[src/rtl/quad_decoder.sv]
// quad_decoder: synchronized, glitch-filtered Gray quadrature decoder driving a wrapping position counter.
// Define QUAD_INDEX_EN to add the enc_z index input, whose filtered rising edge zeroes the count.
module quad_filter #(
  parameter int W = 2,
  parameter int FILTER_CYCLES = 16
) (
  input  logic         clk,
  input  logic         resetn,
  input  logic [W-1:0] pin,
  output logic [W-1:0] filt,
  output logic         ld
);
  localparam int FW = $clog2(FILTER_CYCLES + 1);
  localparam logic [FW-1:0] FMAX = FW'(FILTER_CYCLES - 1);
  logic [W-1:0] s1, s2, cand;
  logic [FW-1:0] fcnt;
  logic hit;
  assign hit = (s2 == cand) && (fcnt == FMAX);
  always_ff @(posedge clk or negedge resetn)
    if (!resetn) begin
      s1   <= '0;
      s2   <= '0;
      cand <= '0;
      fcnt <= '0;
      filt <= '0;
      ld   <= 1'b0;
    end else begin
      s1   <= pin;
      s2   <= s1;
      cand <= s2;
      fcnt <= (s2 != cand) ? '0 : (fcnt == FMAX) ? fcnt : fcnt + FW'(1);
      if (hit) filt <= cand;
      ld   <= hit;
    end
endmodule

module quad_decoder #(
  parameter int COUNT_BITS = 16,
  parameter int FILTER_CYCLES = 16
) (
  input  logic                  clk,
  input  logic                  resetn,
  input  logic                  enc_a,
  input  logic                  enc_b,
`ifdef QUAD_INDEX_EN
  input  logic                  enc_z,
`endif
  input  logic                  clear,
  input  logic                  err_clr,
  output logic [COUNT_BITS-1:0] count,
  output logic                  step,
  output logic                  dir,
  output logic                  err
);
  logic [1:0] filt, prev, dp;
  logic ld, primed, up, dn, bad, zero;
  quad_filter #(.W(2), .FILTER_CYCLES(FILTER_CYCLES)) u_ab (
    .clk(clk), .resetn(resetn), .pin({enc_a, enc_b}), .filt(filt), .ld(ld)
  );
  // {b, a^b} numbers the up sequence 00,10,11,01 as 0..3; the mod-4 delta classifies the move
  assign dp  = {filt[0], ^filt} - {prev[0], ^prev};
  assign up  = primed && dp == 2'd1;
  assign dn  = primed && dp == 2'd3;
  assign bad = primed && dp == 2'd2;
`ifdef QUAD_INDEX_EN
  logic zf, zld, zprev, zprimed;
  quad_filter #(.W(1), .FILTER_CYCLES(FILTER_CYCLES)) u_z (
    .clk(clk), .resetn(resetn), .pin(enc_z), .filt(zf), .ld(zld)
  );
  always_ff @(posedge clk or negedge resetn)
    if (!resetn) begin
      zprimed <= 1'b0;
      zprev   <= 1'b0;
    end else begin
      zprimed <= zprimed | zld;
      if (zprimed | zld) zprev <= zf;
    end
  assign zero = clear | (zprimed & zf & ~zprev);
`else
  assign zero = clear;
`endif
  always_ff @(posedge clk or negedge resetn)
    if (!resetn) begin
      primed <= 1'b0;
      prev   <= '0;
      count  <= '0;
      step   <= 1'b0;
      dir    <= 1'b0;
      err    <= 1'b0;
    end else begin
      primed <= primed | ld;
      if (primed | ld) prev <= filt;
      step   <= up | dn;
      if (up | dn) dir <= up;
      count  <= zero ? '0 : up ? count + COUNT_BITS'(1) : dn ? count - COUNT_BITS'(1) : count;
      err    <= bad | (err & ~err_clr);
    end
endmodule

[config.mk]
export PLATFORM = sky130hd
export DESIGN_NAME = quad_decoder
export DESIGN_NICKNAME = d
export VERILOG_FILES = /design/src/rtl/quad_decoder.sv
export SDC_FILE = /design/constraint.sdc
export NUM_CORES = 1
export LEC_CHECK = 0
export BUFFER_PORTS_ARGS = -buffer_cell sky130_fd_sc_hd__buf_2
export CAP_MARGIN = 20
export CORE_UTILIZATION = 58
export CTS_CLUSTER_DIAMETER = 30
export CTS_CLUSTER_SIZE = 20
export DETAILED_ROUTE_END_ITERATION = 16
export GPL_TIMING_DRIVEN = 0
export PLACE_DENSITY = 0.79
export SYNTH_ARGS = -nofsm -noshare
export SYNTH_HDL_FRONTEND = slang
export SYNTH_HIERARCHICAL = 1
export SYNTH_SLANG_ARGS = --single-unit
export TNS_END_PERCENT = 30
[constraint.sdc]
create_clock -name clk -period 4.9 [get_ports clk]
set_input_delay 0.245 -clock clk [delete_from_list [all_inputs] [get_ports clk]]
set_output_delay 0.245 -clock clk [all_outputs]
set_load 0.01 [all_outputs]
# Yosys cells after proc, flatten, opt, wreduce, memory -nomap -nowiden
# Index checks and enable logic that the tools add are counted.
# totals
regBits,36
inputBits,6
out_inout_bits,19
elab_cells,40
# classes
add_sub_neg,4
eq_ne,7
n_mux,5
bitwise,5
reduce_logical,7
# op_table
op,count
$mux W16,3
$add A16 B1 Y16 const B,1
$sub A16 B1 Y16 const B,1
$mux W5,2
$add A5 B1 Y5 const B,1
$eq A5 B4 Y1 const B,1
$eq A2 B2 Y1 const B,2
$logic_and A1 B1 Y1,4
$reduce_xor A2 Y1,2
$or A1 B1 Y1,3
$reduce_bool A3 Y1,1
$eq A2 B1 Y1 const B,1
$eq A2 B2 Y1,1
$ne A2 B2 Y1,1
$ne A2 B2 Y1 const B,1
$sub A2 B2 Y2,1
$and A1 B1 Y1,1
$not A1 Y1,1

# Logic depth before layout (Yosys ltp)
# depth
ltp_word,7
mapped_depth,15

# Modules after synthesis
# The synthesis kept the hierarchy.
# by_module_without_submodules
module,n_inst,cells_each,area_each_um2,seq_area_each_um2
quad_decoder,1,181,1630.3,550.5
quad_filter,1,46,555.5,350.3

# Worst setup path before layout
# Ideal clock, no wire load.
# synth_timing
path_kind,reg-to-reg
startpoint,register u_ab.filt[0]
endpoint,register count[15]
setup_ns,0.125
t_arrival_ns,3.636
t_required_ns,4.775
path_slack_ns,1.138
stages_incl_launch_ff,15
path_buffers,2
cell_sequence,dfrtp_1 xnor2_1 ha_1 nand2b_1 buf_2 inv_2 clkbuf_1 nand2_1 ha_1 a21oi_1 nor2_1 a2111oi_2 a21oi_1 a211oi_2 mux2_4
# synth_via
elab_chain_len,6
# synth_lines
element,line,text
"start, declared",10,"output logic [W-1:0] filt,"
"start signal, assigned",32,if (hit) filt <= cand;
$reduce_xor A2 Y1,61,"assign dp = {filt[0], ^filt} - {prev[0], ^prev};"
$sub A2 B2 Y2 (*),61,
$eq A2 B1 Y1,62,assign up = primed && dp == 2'd1;
$logic_and A1 B1 Y1,62,
$mux W16 (2 in a row),95,count <= zero ? '0 : up ? count + COUNT_BITS'(1) : dn ? count - COUNT_BITS'(1) : count;
"end signal, assigned",95,
"end, declared",50,"output logic [COUNT_BITS-1:0] count,"
# Every way passes the cells marked *; elsewhere a longest branch is shown, timed or not.
# A chain may end at the register's enable or synchronous reset.

# Worst setup path in the final report
# Ends and elaborated chain as after synthesis.

==> impl_results.md <==
- Wire per inst: approximately 14 um
- Commonest cells after routing, fill and taps aside: 36 x dfrtp_1, 24 x buf_2, 24 x a21oi_1
- Detail Placement HPWL: 3180 um
- Unrepaired setup endpoints after global routing: no
- Drt pass-1 iters: 4
- P per Cell Area: approximately 220 mW/mm^2
- # hold bufs at CTS: 0
- First-pass GRT wire length: 7740 um
- Area of the mapped netlist: around 0.0022 sq mm
- Flop pwr share: 55.8%
- Tot GR Track Use: between 20% and 30%
- Leading area contributor after synthesis: dfrtp_1
- Crit path largest cell delay: around 0.54 ns
- Slew HR: 47.8%
- Nets: about 280
- Gp weighted congestion: ~0.83
- Cts repair resizes: 0
- Part of the power in combinational logic: approximately 3.5%
- Setup Crit Path Kind: reg -> reg
- Max-cap check violation count: 0
- Clk root buf: clkbuf_8
- Num CTS Buffers: 5
- Syn_nets: ~250
- Synthesized instance count: roughly 230
- VDD IR max: approximately 0.18 mV
- Die width: roughly 63 um
- Switching pwr: roughly 0.12 mW
- Internal power: 0.421 mW
- CORE AREA: between 0.003 and 0.004 sq mm
- Via density: just under 6
- Synth top area cells: dfrtp_1 41%, ha_1 11%, a21oi_1 5.5%
- Share of layout cells above drive strength 1: 16.3%
- Initial antenna violation count: 0
- Inst Count DP: a little under 300
- Ys Warns: 6
- Row cnt: 21
- Global route overflow: 0
- Starting Density: between 60% and 70%
- Clock Path Buffers: 2
- Clock sinks: 36
- Clk_skew: approximately 0.01 ns
- Via count: ~1.8k
- Insertion delay to the later sink of the worst-skew pair: ~0.29 ns
- Leakage power: 1.24 nW
- DRC: 0
- Number of global-route vias before repair: between 1.5k and 2k
- Number of synthesized flops with an enable pin: 0
- Highest fanout seen on the critical path: 18
- I/O Pins: 25
- Die ar.: 0.00402 sq mm
- Switching share of total power: 22.9%
- H-tree levels: 2
- Antenna Nets Post-Route: 0
- Die Y-Extent: approximately 63 um
- Critical path capture point type: register
- Status: completed
- Post-synthesis sequential area ratio: between 40 and 50%
- Final cycle utilization of the critical path: around nine tenths
- Netlist cell types: 48
- Number of synthesized register bits: 36
- Setup violators final: 0
- Max-slew violations: 0
- Fin cells: between 300 and 400
- CP Buf/Inv Count: 3
- Most used DFF post-synth: dfrtp_1
- CP max-delay cell: nand2_1
- Final wirelength: about 4400 um
- 1st-iter DRT viols: 66
- Endpoints failing hold: 0
- Clock slew seen by the registers of the worst setup and hold paths: approximately 0.080 ns
- Delay-heaviest family, CP: compound AO/OA/AOI/OAI gates
- Clk network pwr share: between 40% and 50%
- Worst slew pin tran: between 0.7 and 0.8 ns
- FFs w/ async S/R, synth: 100%
- Crit-path cells: xnor2_1, ha_1, nand2b_1, buf_2, inv_2, clkbuf_1, nand2_1, ha_1, a21oi_1, nor2_1, a2111oi_2, a21oi_1, a211oi_2, mux2_4
- Final design utilization: a little over two thirds
- Area delta synth->final: 12.2%
- Startpoint types: register
- Commonest non-fill, non-tap cell in the layout: dfrtp_1
- Critical Path RT: 5.07 ns
- CTS tree: built
- Critical path arrival: between 4 and 5 ns
- N_diodes: 0
- Period minus WS final: 4.48 ns
- Setup Fix Bufs, Post-CTS: 0
- PortBufs: 23
- Mean Syn Cell Area: about 9.6 sq um
- Largest net degree at the start of global routing: 37
- Final TNS setup: 0 ns
- Fmax: approximately 220 MHz
- Hold crit path type: in -> async
- Top-area cell type share of the netlist area: between 40% and 50%
[metal layers]
metal | track usage [%] | wire (um) | vias up
met5 | 0 | 0 | -
met4 | 7.10 | 45 | 0
met3 | 5.80 | 187 | 6
met2 | 40.3 | 2030 | 42
met1 | 33.4 | 2110 | 831
li1 | - | - | 877
[registers in the layout (all words and copies together) (netlist names)]
signal     count
u_ab/s1        2
u_ab/s2        2
u_ab/fcnt      5
primed         1
u_ab/ld        1
u_ab/filt      2
err            1
count         16
step           1
u_ab/cand      2
prev           2
dir            1
[final cells by class]
class,instances,area [sq um]
well taps,46,57.6
clock inverters,1,7.51
plain buffers,7,31.3
flip-flops and latches,36,901
clock buffers,7,86.3
multi-input cells,175,1220
inverters,9,33.8
fillers,292,1020
repair buffers,23,115
[synth_stat cells (2+ instances only)]
| cell | n |
|---|---|
| inv_1 | 8 |
| nand4b_1 | 2 |
| a21oi_1 | 24 |
| nor2_1 | 19 |
| nor4b_1 | 2 |
| a21o_1 | 7 |
| xnor2_1 | 10 |
| dfrtp_1 | 36 |
| o21ai_0 | 7 |
| o21ai_1 | 4 |
| nand2_1 | 22 |
| mux2_2 | 2 |
| a211oi_1 | 3 |
| nor3_1 | 2 |
| a22o_1 | 2 |
| a31oi_1 | 3 |
| or3_1 | 5 |
| nand4_1 | 2 |
| xor2_1 | 5 |
| nand2b_1 | 2 |
| nor2b_1 | 2 |
| nand3_1 | 5 |
| a2bb2oi_1 | 2 |
| clkbuf_1 | 4 |
| and3_1 | 5 |
| ha_1 | 20 |
[power by group through the flow]
stage          Combinational (mW)  Sequential [mW]  Clock (mW)
6_report                   0.0192            0.304       0.222
5_1_grt                    0.0218            0.305       0.240
4_1_cts                    0.0198            0.304       0.227
3_5_place_dp               0.0199            0.310           0
3_3_place_gp               0.0194            0.310           0
2_1_floorplan             0.00960            0.309           0
[kinds of logic after synthesis]
group | after synthesis | share of synthesized area, %
fa+ha+maj | 21 | 12.4
simple gates | 71 | 15.9
flops | 36 | 41.2
xor+xnor | 15 | 6.01
buf+inv | 16 | 2.98
compound gates | 64 | 19.3
mux | 4 | 2.17
[path summary, 6_finish.rpt]
kind                            cells past startpoint                     start                     to  slack, ns
worst max-delay path                               14  u_ab/filt[0]$_DFFE_PN0P_  count[15]$_DFFE_PN0P_       0.42
worst min-delay path                                1                    resetn   count[1]$_DFFE_PN0P_       0.03
worst max register to register                     14  u_ab/filt[0]$_DFFE_PN0P_  count[15]$_DFFE_PN0P_       0.42
worst min register to register                      0      u_ab/s1[0]$_DFF_PN0_   u_ab/s2[0]$_DFF_PN0_       0.35
max in group asynchronous                           1                    resetn  count[14]$_DFFE_PN0P_       4.37
min in group clk                                    1                     enc_a   u_ab/s1[1]$_DFF_PN0_       0.06
[through the flow]
| step | instance area (sq um) | worst slack (ns) | hold slack (ns) | power (mW) |
|---|---|---|---|---|
| 6_report | 2450 | 0.422 | 0.0271 | 0.546 |
| 5_1_grt | 2450 | 0.0966 | 0.0523 | 0.567 |
| 4_1_cts | 2450 | 0.383 | 0.0558 | 0.551 |
| 3_5_place_dp | 2360 | 0.430 | 0.336 | 0.330 |
| 3_3_place_gp | 2360 | 0.442 | 0.337 | 0.329 |
| 2_1_floorplan | 2190 | 1.14 | -0.0506 | 0.319 |
[worst reg2reg max path: stages (launching register included)]
cell	delay [ns]
dfrtp_1	0.43
xnor2_1	0.15
ha_1	0.31
nand2b_1	0.15
buf_2	0.19
inv_2	0.13
clkbuf_1	0.35
nand2_1	0.54
ha_1	0.54
a21oi_1	0.28
nor2_1	0.10
a2111oi_2	0.47
a21oi_1	0.16
a211oi_2	0.25
mux2_4	0.32
No activity file was read; power rests on OpenSTA's default activity.
